===== src/rtl/ctrl_pkg.sv =====
// Shared control constants: the opcodes the main control decoder recognises,
// the field-kind encoding used on the loader stream, and the loader FSM states.
package ctrl_pkg;

  localparam logic [5:0] OP_RTYPE = 6'd4;
  localparam logic [5:0] OP_ADDIU = 6'd12;
  localparam logic [5:0] OP_SUBIU = 6'd13;
  localparam logic [5:0] OP_SW    = 6'd16;
  localparam logic [5:0] OP_LW    = 6'd17;

  typedef enum logic [2:0] {
    KIND_RTYPE = 3'd0,
    KIND_ADDIU = 3'd1,
    KIND_SUBIU = 3'd2,
    KIND_SW    = 3'd3,
    KIND_LW    = 3'd4
  } kind_e;

  typedef enum logic [1:0] {
    ST_IDLE = 2'd0,
    ST_LOAD = 2'd1,
    ST_DONE = 2'd2,
    ST_FULL = 2'd3
  } state_e;

  function automatic logic [31:0] enc_itype(input logic [5:0]  op,
                                            input logic [4:0]  rs,
                                            input logic [4:0]  rt,
                                            input logic [15:0] imm);
    return {op, rs, rt, imm};
  endfunction

endpackage


===== src/rtl/instr_pack.sv =====
// Combinational field packer: turns a decoded field beat into a 32-bit
// instruction word, flagging kinds the control decoder has no opcode for.
module instr_pack
  import ctrl_pkg::*;
(
  input  logic [2:0]  kind,
  input  logic [4:0]  rs,
  input  logic [4:0]  rt,
  input  logic [4:0]  rd,
  input  logic [4:0]  shamt,
  input  logic [5:0]  funct,
  input  logic [15:0] imm,
  output logic [31:0] word,
  output logic        illegal
);

  always_comb begin
    word    = '0;
    illegal = 1'b0;
    case (kind)
      KIND_RTYPE: word = {OP_RTYPE, rs, rt, rd, shamt, funct};
      KIND_ADDIU: word = enc_itype(OP_ADDIU, rs, rt, imm);
      KIND_SUBIU: word = enc_itype(OP_SUBIU, rs, rt, imm);
      KIND_SW:    word = enc_itype(OP_SW, rs, rt, imm);
      KIND_LW:    word = enc_itype(OP_LW, rs, rt, imm);
      default:    illegal = 1'b1;
    endcase
  end

endmodule


===== src/rtl/instr_loader.sv =====
// Instruction-memory loader: accepts field beats, packs them and writes the
// words to consecutive word addresses, one registered write per legal beat.
module instr_loader
  import ctrl_pkg::*;
#(
  parameter int DEPTH = 64,
  parameter int AW    = 32
) (
  input  logic                   clk,
  input  logic                   rst_n,
  input  logic                   start,
  input  logic                   in_valid,
  output logic                   in_ready,
  input  logic [2:0]             in_kind,
  input  logic [4:0]             in_rs,
  input  logic [4:0]             in_rt,
  input  logic [4:0]             in_rd,
  input  logic [4:0]             in_shamt,
  input  logic [5:0]             in_funct,
  input  logic [15:0]            in_imm,
  input  logic                   in_last,
  output logic                   im_we,
  output logic [AW-1:0]          im_addr,
  output logic [31:0]            im_wdata,
  output logic [$clog2(DEPTH):0] count,
  output logic                   busy,
  output logic                   done,
  output logic                   err
);

  localparam int CW = $clog2(DEPTH) + 1;
  localparam logic [CW-1:0] FULL_CNT = CW'(DEPTH);

  state_e        state_q, state_d;
  logic          we_q, we_d;
  logic [AW-1:0] addr_q, addr_d;
  logic [31:0]   wdata_q, wdata_d;
  logic [CW-1:0] count_q, count_d;
  logic          err_q, err_d;

  logic [31:0]   pack_word;
  logic          pack_illegal;
  logic          accept;
  logic [CW-1:0] count_inc;

  instr_pack u_pack (
    .kind    (in_kind),
    .rs      (in_rs),
    .rt      (in_rt),
    .rd      (in_rd),
    .shamt   (in_shamt),
    .funct   (in_funct),
    .imm     (in_imm),
    .word    (pack_word),
    .illegal (pack_illegal)
  );

  assign accept    = in_valid && in_ready;
  assign count_inc = count_q + CW'(1);

  always_ff @(posedge clk or negedge rst_n) begin
    if (!rst_n) state_q <= ST_IDLE;
    else        state_q <= state_d;
  end

  always_comb begin
    state_d = state_q;
    case (state_q)
      ST_IDLE: if (start) state_d = ST_LOAD;
      ST_LOAD: begin
        // A beat that fills memory ends in FULL even when it is also the last.
        if (accept && !pack_illegal && count_inc == FULL_CNT) state_d = ST_FULL;
        else if (accept && in_last)                           state_d = ST_DONE;
      end
      ST_DONE, ST_FULL: if (start) state_d = ST_LOAD;
      default: state_d = ST_IDLE;
    endcase
  end

  always_comb begin
    in_ready = (state_q == ST_LOAD) && !start;
    busy     = (state_q == ST_LOAD);
    done     = (state_q == ST_DONE) || (state_q == ST_FULL);
  end

  // Write register: the word is presented for exactly the cycle after acceptance.
  always_comb begin
    we_d    = 1'b0;
    addr_d  = addr_q;
    wdata_d = wdata_q;
    count_d = count_q;
    err_d   = err_q;
    if (start) begin
      count_d = '0;
      err_d   = 1'b0;
    end else if (accept) begin
      if (pack_illegal) begin
        err_d = 1'b1;
      end else begin
        we_d    = 1'b1;
        addr_d  = AW'({count_q, 2'b00});
        wdata_d = pack_word;
        count_d = count_inc;
      end
    end
  end

  always_ff @(posedge clk or negedge rst_n) begin
    if (!rst_n) begin
      we_q    <= 1'b0;
      addr_q  <= '0;
      wdata_q <= '0;
      count_q <= '0;
      err_q   <= 1'b0;
    end else begin
      we_q    <= we_d;
      addr_q  <= addr_d;
      wdata_q <= wdata_d;
      count_q <= count_d;
      err_q   <= err_d;
    end
  end

  assign im_we    = we_q;
  assign im_addr  = addr_q;
  assign im_wdata = wdata_q;
  assign count    = count_q;
  assign err      = err_q;

endmodule


===== config.mk =====
export PLATFORM = sky130hd
export DESIGN_NAME = instr_loader
export DESIGN_NICKNAME = d
export VERILOG_FILES = /design/src/rtl/ctrl_pkg.sv /design/src/rtl/instr_pack.sv /design/src/rtl/instr_loader.sv
export SDC_FILE = /design/constraint.sdc
export NUM_CORES = 1
export LEC_CHECK = 0
export ABC_CLOCK_PERIOD_IN_PS = 4700
export BUFFER_PORTS_ARGS = -buffer_cell sky130_fd_sc_hd__clkbuf_2
export CAP_MARGIN = 10
export CORE_MARGIN = 2
export CORE_UTILIZATION = 30
export CTS_BUF_LIST = sky130_fd_sc_hd__clkbuf_4 sky130_fd_sc_hd__clkbuf_8 sky130_fd_sc_hd__clkbuf_16
export DETAILED_ROUTE_END_ITERATION = 10
export PLACE_DENSITY = 0.55
export SLEW_MARGIN = 5
export SYNTH_ARGS = -nofsm -noshare
export SYNTH_HDL_FRONTEND = slang
export SYNTH_SLANG_ARGS = --single-unit
export TNS_END_PERCENT = 30

===== constraint.sdc =====
create_clock -name clk -period 4.7 [get_ports clk]
set_input_delay 0.94 -clock clk [delete_from_list [all_inputs] [get_ports clk]]
set_output_delay 0.94 -clock clk [all_outputs]
set_load 0.01 [all_outputs]

Word-level counts from Yosys, hierarchy flattened
Index checks and enable logic that the tools add are counted.
Storage, ports and cells
  memories kept: 0
  word-level logic and storage cells: 50
  RAM bits: 0
  register bits after elaboration: 50
  bits in latches: 0
  memory bits (read-only): 0
  input port bits: 50
  output and inout port bits: 76
Cells by class
  order comparisons: 0
  shift-type cells: 0
  add/subtract/negate cells: 1
  $mul: 0
  reduce and logical (&&, ||, !) cells: 17
  equality and inequality tests: 11
  bitwise gates (word level): 1
  divide/modulo/power cells: 0
  mux-type cells: 14
Operators by type and width (count)
  $pmux W31 S5: 1
  $mux W7: 3
  $add A7 B1 Y7 const B: 1
  $eq A7 B7 Y1 const B: 1
  $eq A3 B2 Y1 const B: 2
  $mux W1: 6
  $mux W2: 3
  $reduce_and A2 Y1: 3
  $logic_and A1 B1 Y1: 5
  $reduce_or A5 Y1: 1
  $eq A2 B2 Y1 const B: 2
  $ne A2 B1 Y1 const B: 2
  $pmux W2 S2: 1
  $reduce_bool A2 Y1: 2
  $eq A3 B1 Y1 const B: 1
  $eq A3 B3 Y1 const B: 1
  $logic_not A3 Y1: 1
  $ne A3 B1 Y1 const B: 1
  $reduce_and A3 Y1: 1
  $reduce_or A3 Y1: 1
  $eq A2 B1 Y1 const B: 1
  $logic_not A2 Y1: 1
  $logic_not A1 Y1: 1
  $logic_or A1 B1 Y1: 1
  $not A1 Y1: 1

Logic depth before layout (Yosys ltp)
Gate-level depths: netlist of the first run.
  depth after elaboration: 7
  gate-level depth with buffers: 7
  depth with buffers taken out: 5

By module
Synthesis of the first run repeated with hierarchy kept, for this count alone.
Unflattened totals
  cell total of the unflattened synthesis: 250
  area, all modules: 3075.4 sq um
Modules (own cells, without submodules)
  instr_loader: area each 2458.6 sq um, seq. area each 1251.2 sq um, times used 1, cells each 172
  instr_pack: area each 616.8 sq um, seq. area each 0.0 sq um, times used 1, cells each 78

Least setup slack after synthesis of the first run
OpenSTA, ideal clock, no wires.
  path type: input to register
  start: input in_kind[0]
  end: register wdata_q[3], in the netlist im_wdata[3]
  library setup time: 0.135 ns
  arrival: 2.134 ns
  path buffers: 2
  required time: 4.565 ns
  stages on the path: 5
  slack: 2.431 ns
  cell sequence: clkbuf_1 > nor3_2 > buf_4 > mux2i_1 > o21ai_0
On the way
  cells in the longest elaborated chain, start to end: 3
  elaborated cells between the ends (all ways): 8
  classes of those cells: 4 x eq/ne; 1 x mux; 3 x reduce/logical
RTL lines
  start: declaration: line instr_loader.sv:14  | input logic [2:0] in_kind,
  $eq A3 B1 Y1 (tied with other cells): line instr_pack.sv:20  | case (kind)
  $reduce_or A5 Y1 (no line)
  $reduce_and A3 Y1 (no line)
  end signal: assignment: line instr_loader.sv:118  | wdata_q <= wdata_d;
  end: declaration: line instr_loader.sv:37  | logic [31:0] wdata_q, wdata_d;
Parallel ways exist; a longest one is shown, timed or not.
A chain may end at the register's enable or synchronous reset.

Final worst setup path of the first run
  start: input start
  end: register count_q[5], in the netlist count[5]
On the way
  cells in the longest elaborated chain, start to end: 5
  elaborated cells between the ends (all ways): 7
  classes of those cells: 1 x mux; 6 x reduce/logical
RTL lines
  start: declaration: line instr_loader.sv:11  | input logic start,
  $logic_not A1 Y1: line instr_loader.sv:81  | in_ready = (state_q == ST_LOAD) && !start;
  $logic_and A1 B1 Y1: line instr_loader.sv:81
  $logic_and A1 B1 Y1: line instr_loader.sv:58  | assign accept = in_valid && in_ready;
  $reduce_bool A2 Y1 (no line)
  $reduce_and A2 Y1 (no line)
  end signal: assignment: line instr_loader.sv:119  | count_q <= count_d;
  end: declaration: line instr_loader.sv:38  | logic [CW-1:0] count_q, count_d;
Parallel ways exist; a longest one is shown, timed or not.

==> results of run 1 <==
[sequential cells by signal, indices dropped and copies added, names as in the netlist]
| signal | count |
|---|---|
| im_we | 1 |
| im_wdata | 30 |
| err | 1 |
| state_q | 2 |
| im_addr | 7 |
| count | 7 |
[worst min-delay path by stage]
stage	slack, ps	cells after the start	end	startpoint
2_1_floorplan	510	2	im_wdata[16]$_DFFE_PN0P_	im_wdata[16]$_DFFE_PN0P_
4_1_cts	490	2	im_wdata[20]$_DFFE_PN0P_	im_wdata[20]$_DFFE_PN0P_
5_1_grt	520	2	im_wdata[1]$_DFFE_PN0P_	im_wdata[1]$_DFFE_PN0P_
3_5_place_dp	470	2	im_wdata[16]$_DFFE_PN0P_	im_wdata[16]$_DFFE_PN0P_
3_3_place_gp	460	2	im_wdata[6]$_DFFE_PN0P_	im_wdata[6]$_DFFE_PN0P_
6_report	490	2	im_wdata[5]$_DFFE_PN0P_	im_wdata[5]$_DFFE_PN0P_
[kinds of logic (layout without fill, tap and decap cells)]
logic type	count (synthesis)	count (layout)	share of synthesized area [%]
AOI/OAI and AO/OA	35	35	8.83
other	1	27	0.156
and+or+nand+nor	81	81	15.7
DFF	48	48	49.9
buffers and inverters	42	111	11.1
xor gates and xnor gates	7	7	2.55
muxes	25	25	10.8
adders and majority gates	2	2	1.04
[layout make-up]
| class | instances | area (um^2) |
|---|---|---|
| fill | 810 | 4780 |
| sequential | 48 | 1200 |
| multi-input combinational | 177 | 1050 |
| timing repair buffer | 101 | 513 |
| tap | 102 | 128 |
| clock buffer | 6 | 82.6 |
| clock inverter | 2 | 10.0 |
| inverter | 2 | 7.51 |
[synth_stat cells (all sizes together)]
master and count:
a2111oi 1, nor3 3, nand3 6, inv 2
a21oi 3, or4b 1, nor4bb 1, ha 2
nand4 1, nand2 51, xor2 4, xnor2 3
o21bai 1, a41oi 1, o31ai 1, dfrtp 48
clkbuf 8, conb 1, nand4bb 1, a31o 1
and3 1, nand3b 3, or3 1, o21ai 22
o22ai 1, a32oi 1, o22a 1, nor2 6
a31oi 1, nand2b 3, mux2 7, nor2b 3
buf 32, mux2i 18, a21bo 1
[worst max-delay path, stage by stage]
cell and delay, ps:
clkbuf_2 190, nor4bb_1 440, nand2_2 360, buf_4 350
or3_1 410, mux2i_1 130
[through the flow]
stage / setup slack [ps] / utilization (%) / area (um^2) / total power [mW]
6_report: 2060 / 38.5 / 2990 / 1.00
5_1_grt: 1820 / 38.5 / 2990 / 1.07
4_1_cts: 2050 / 38.5 / 2990 / 1.02
3_5_place_dp: 1730 / 37.3 / 2900 / 0.764
3_3_place_gp: 1720 / 37.3 / 2900 / 0.759
2_1_floorplan: 2430 / - / 2510 / 0.662
[power groups by stage]
stage | combinational, mW | clock [mW] | sequential [mW]
after global routing | 0.266 | 0.282 | 0.526
after detailed placement | 0.241 | 0 | 0.524
after CTS | 0.240 | 0.269 | 0.516
after floorplan | 0.108 | 0 | 0.553
after global placement | 0.236 | 0 | 0.524
final | 0.235 | 0.252 | 0.515
[metal layers]
| metal | vias to the layer above | track usage [%] | routed length (um) |
|---|---|---|---|
| li1 | 942 | - | - |
| met3 | 2 | 3.22 | 407 |
| met4 | 0 | 2.90 | 25 |
| met5 | - | 0 | 0 |
| met2 | 76 | 19.2 | 2380 |
| met1 | 886 | 15.5 | 2380 |
==> flow_summary.toml, run 1 <==
[status]
status = "complete, no violations"

[global_routing]
grt_pass1_vias = 1748
grtUsageTotal_pct = 11.7
grt_overflow = 0
grt_max_degree = 49
grt_pass1_wl_mm = 8.22
antenna_found_initial = 0

[sta]
tns_ps = 0
worst_clock_skew_ps = 6.16
hold_viol = 0
rsz0062_at_grt = "false"
slew_headroom_pct = 38.9
finalSetupViolCount = 0
post-route-period-util_pct = 56.2
finalMaxSlewViolations = 0
holdWs_ps = 485
tightest_slew_ps = 914
finalCriticalPeriod_ps = 2640
fmax_ghz = 0.379

[clock_tree]
clk_latency_ps = 290
ctsHoldBuffers = 0
clkTransAtPathRegs_ps = 90
post_cts_buffers = 0
clockBufferDepth = 2
h-tree-depth = 2
cts_root_buf = "clkbuf_8"
cts.sinks = 48
cts_tree = "built"
cts_resized = 0
numCtsBuffers = 5

[worst_setup_path]
endpoint_kind = "register"
crit_fanout = 35
crit_end = "count[5]$_DFFE_PN0P_"
r2r_cells = 5
crit_required_ps = 4880
cp-startpoint = "start"
reg2reg_slack_ps = 2470
crit_path_start_kind = "input port"
reg2reg_from = "state_q[1]$_DFFE_PN0P_"
critPathKind = "input port to register"
cp_data_arrival_time_ps = 2820
rr_endpoint = "count[5]$_DFFE_PN0P_"

[pwr]
switching_share_pct = 30.6
p_sw_mw = 0.307
power.share.clock_pct = 25.1
p_comb_share_pct = 23.5
p_per_area_nw_per_um2 = 335
p_leak_nw = 1.58
p_int_mw = 0.695
p_seq_share_pct = 51.4
irDropWorstVdd_mv = 0.161

[synth]
yosysWarnings = 0
yosysSeqAreaShare_pct = 49.9
netlist.area_leader.share_pct = 49.9
synth.distinct_cells = 38
synth_cells = 241
syn_avg_cell_area_um2 = 9.99
synthesis.area_um2 = 2410
ys_ff_latch = 48
netlist_top_cells_area = "dfrtp_1 (50%), buf_4 (8.7%), nand2_1 (7.9%)"
synth_top_area_cell = "dfrtp_1"

[routing]
ant_nets = 0
num_vias = 1906
wirelength_mm = 5.19
wl_per_cell_um = 11.9
drc = 0
drt_pass1_iterations = 3
via_per_inst = 4.35
drt_iter0_markers = 74

[layout]
drive_gt1_share_pct = 36.3
final_cell_mix = "clkbuf_2 (98), nand2_1 (50), dfrtp_1 (48)"
nets = 387
areaGrowthSynthToFinish_pct = 24.1
n_antenna_cell = 0
mostFrequentLayoutCell = "clkbuf_2"
stdcell_count = 438

[placed_design]
gp_congestion = 0.727
placed_cells = 430
dpl.hpwl_mm = 3.78
numPortBuffers = 98

[floorplan]
die_area_um2 = 8760
ios = 126
die_height_um = 93.6
die_w_um = 93.6
fp-row-count = 32
initial_core_util_pct = 31.0
core_area_um2 = 7770

[run]
max_cap_viol_count = 0

[hold_path]
hold_path_class = "register to register"
Note: power is estimated with default switching activity, not from simulation.
==> run 2, diff against run 1 <==
--- a/config.mk
+++ b/config.mk
@@ -5,14 +5,15 @@
 export SDC_FILE = /design/constraint.sdc
 export NUM_CORES = 1
 export LEC_CHECK = 0
-export ABC_CLOCK_PERIOD_IN_PS = 4700
+export ABC_AREA = 1
+export ABC_CLOCK_PERIOD_IN_PS = 2320
 export BUFFER_PORTS_ARGS = -buffer_cell sky130_fd_sc_hd__clkbuf_2
 export CAP_MARGIN = 10
 export CORE_MARGIN = 2
 export CORE_UTILIZATION = 30
 export CTS_BUF_LIST = sky130_fd_sc_hd__clkbuf_4 sky130_fd_sc_hd__clkbuf_8 sky130_fd_sc_hd__clkbuf_16
 export DETAILED_ROUTE_END_ITERATION = 10
-export PLACE_DENSITY = 0.55
+export PLACE_DENSITY = 0.57
 export SLEW_MARGIN = 5
 export SYNTH_ARGS = -nofsm -noshare
 export SYNTH_HDL_FRONTEND = slang
==> constraint.sdc (replaced) <==
create_clock -name clk -period 2.32 [get_ports clk]
set_input_delay 0.464 -clock clk [delete_from_list [all_inputs] [get_ports clk]]
set_output_delay 0.464 -clock clk [all_outputs]
set_load 0.01 [all_outputs]
==> flow_summary.toml, run 2 <==
[clock_tree]
numCtsBuffers = 5
cts_root_buf = "clkbuf_8"
clk_latency_ps = 300
cts_tree = "built"
clkTransAtPathRegs_ps = 90
cts_resized = 0
post_cts_buffers = 0
clockBufferDepth = 2
cts.sinks = 48
ctsHoldBuffers = 0
h-tree-depth = 2

[floorplan]
die_w_um = 93.0
die_area_um2 = 8640
core_area_um2 = 7690
ios = 126
initial_core_util_pct = 30.9
fp-row-count = 32
die_height_um = 93.0

[layout]
mostFrequentLayoutCell = "nand2_1"
n_antenna_cell = 0
areaGrowthSynthToFinish_pct = 25.6
fillCellCount = 850
drive_gt1_share_pct = 30.7
post-route-util_pct = 38.8
nets = 435
final_cell_mix = "nand2_1 (105), clkbuf_2 (98), dfrtp_1 (48)"
stdcell_count = 486
largest_register_ffs = 30

[routing]
ant_nets = 0
wirelength_mm = 5.47
via_per_inst = 4.16
num_vias = 2024
wl_per_cell_um = 11.3
drc = 0
drt_pass1_iterations = 4
drt_iter0_markers = 72

[worst_setup_path]
critPathKind = "register to register"
reg2reg_from = "state_q[1]$_DFFE_PN0P_"
crit_path_start_kind = "register"
crit_required_ps = 2510
endpoint_kind = "register"
cp_data_arrival_time_ps = 1840
cp-startpoint = "state_q[1]$_DFFE_PN0P_"
crit_fanout = 31

[synth]
ys_ff_latch = 48
synthesis.area_um2 = 2370
yosysSeqAreaShare_pct = 50.6
post-synth-top-count-cell = "nand2_1"
yosysWarnings = 0
synthTopCellsByCount = "nand2_1 (105), dfrtp_1 (48), buf_4 (28)"
netlist.area_leader.share_pct = 50.6
synth-main-ff-cell = "dfrtp_1"
synth_cells = 287
syn_avg_cell_area_um2 = 8.27
synth-edff-count = 0
synthArstFlopShare_pct = 100
synth.distinct_cells = 25
synth_top_area_cell = "dfrtp_1"
netlist_top_cells_area = "dfrtp_1 (51%), nand2_1 (17%), buf_4 (8.9%)"

[global_routing]
grt_pass1_vias = 1874
antenna_found_initial = 0
grt_max_degree = 32
grt_overflow = 0
grtUsageTotal_pct = 13.2
grt_pass1_wl_mm = 9.15

[hold_path]
hold_path_class = "input port to async pin"

[placed_design]
numPortBuffers = 98
gp_congestion = 0.821
placed_cells = 478
dpl.hpwl_mm = 4.14

[sta]
finalMaxSlewViolations = 0
slew_headroom_pct = 58.6
hold_viol = 0
worst_clock_skew_ps = 7.65
tightest_slew_ps = 620
holdWs_ps = 164
fmax_ghz = 0.605
finalSetupViolCount = 0
post-route-period-util_pct = 71.2
finalCriticalPeriod_ps = 1650
tns_ps = 0
rsz0062_at_grt = "false"

[pwr]
irDropWorstVdd_mv = 0.318
p_per_area_nw_per_um2 = 1010
p_leak_nw = 1.62
finalPower_mw = 3.00

[run]
max_cap_viol_count = 0

[status]
status = "complete, no violations"
-- run 2: through the flow --
step / area [um^2] / setup slack, ps
after global routing: 2980 / 488
after floorplan: 2470 / 866
after CTS: 2980 / 660
after global placement: 2860 / 478
after detailed placement: 2860 / 447
final: 2980 / 668
-- run 2: layout make-up --
type	count	area, um^2	area share (%)
Tap cell	102	128	4.28
Clock buffer	7	96.3	3.23
Multi-Input combinational cell	208	916	30.7
Inverter	19	72.6	2.43
Clock inverter	1	30.0	1.01
Timing Repair Buffer	101	538	18.0
Sequential cell	48	1200	40.3
-- run 2: per-layer routing --
metal | GRT usage [%] | up-vias | wire length, um | part of all wire [%]
met1 | 17.1 | 909 | 2420 | 44
met3 | 3.82 | 6 | 414 | 7.6
met4 | 2.94 | 0 | 51 | 0.93
met5 | 0 | - | 0 | 0
li1 | - | 1039 | - | -
met2 | 21.7 | 70 | 2590 | 47
-- run 2: cell families after synthesis --
logic type | synth area share (%)
flip-flops | 50.6
adder cells (fa/ha/maj) | 1.05
other | 0.158
buffers and inverters | 14.9
AND/OR/NAND/NOR | 24.2
AO/OA/AOI/OAI | 9.01
-- run 2: path summary, 6_finish.rpt --
path | end | slack (ps) | cells after the start
hold / removal | im_wdata[25]$_DFFE_PN0P_ | 160 | 1
hold reg to reg | im_wdata[19]$_DFFE_PN0P_ | 490 | 2
setup reg to reg | im_wdata[30]$_DFFE_PN0P_ | 670 | 7
setup / recovery | im_wdata[30]$_DFFE_PN0P_ | 670 | 7
max in group asynchronous | state_q[1]$_DFFE_PN0P_ | 1590 | 2
min in group clk | im_wdata[18]$_DFFE_PN0P_ | 360 | 3
-- run 2: power breakdown --
| group | switching [mW] | leakage (nW) | internal [mW] |
|---|---|---|---|
| Clock | 0.285 | 0.0645 | 0.381 |
| Sequential | 0.177 | 0.596 | 1.14 |
| Combinational | 0.586 | 0.957 | 0.436 |
-- run 2: critical path, stage by stage (launching register included) --
cell      delay [ps]
dfrtp_1          390
inv_1             70
nand3_1          130
nor2_4            60
nand2_2           70
clkinv_2         350
buf_12           310
o21a_1           170
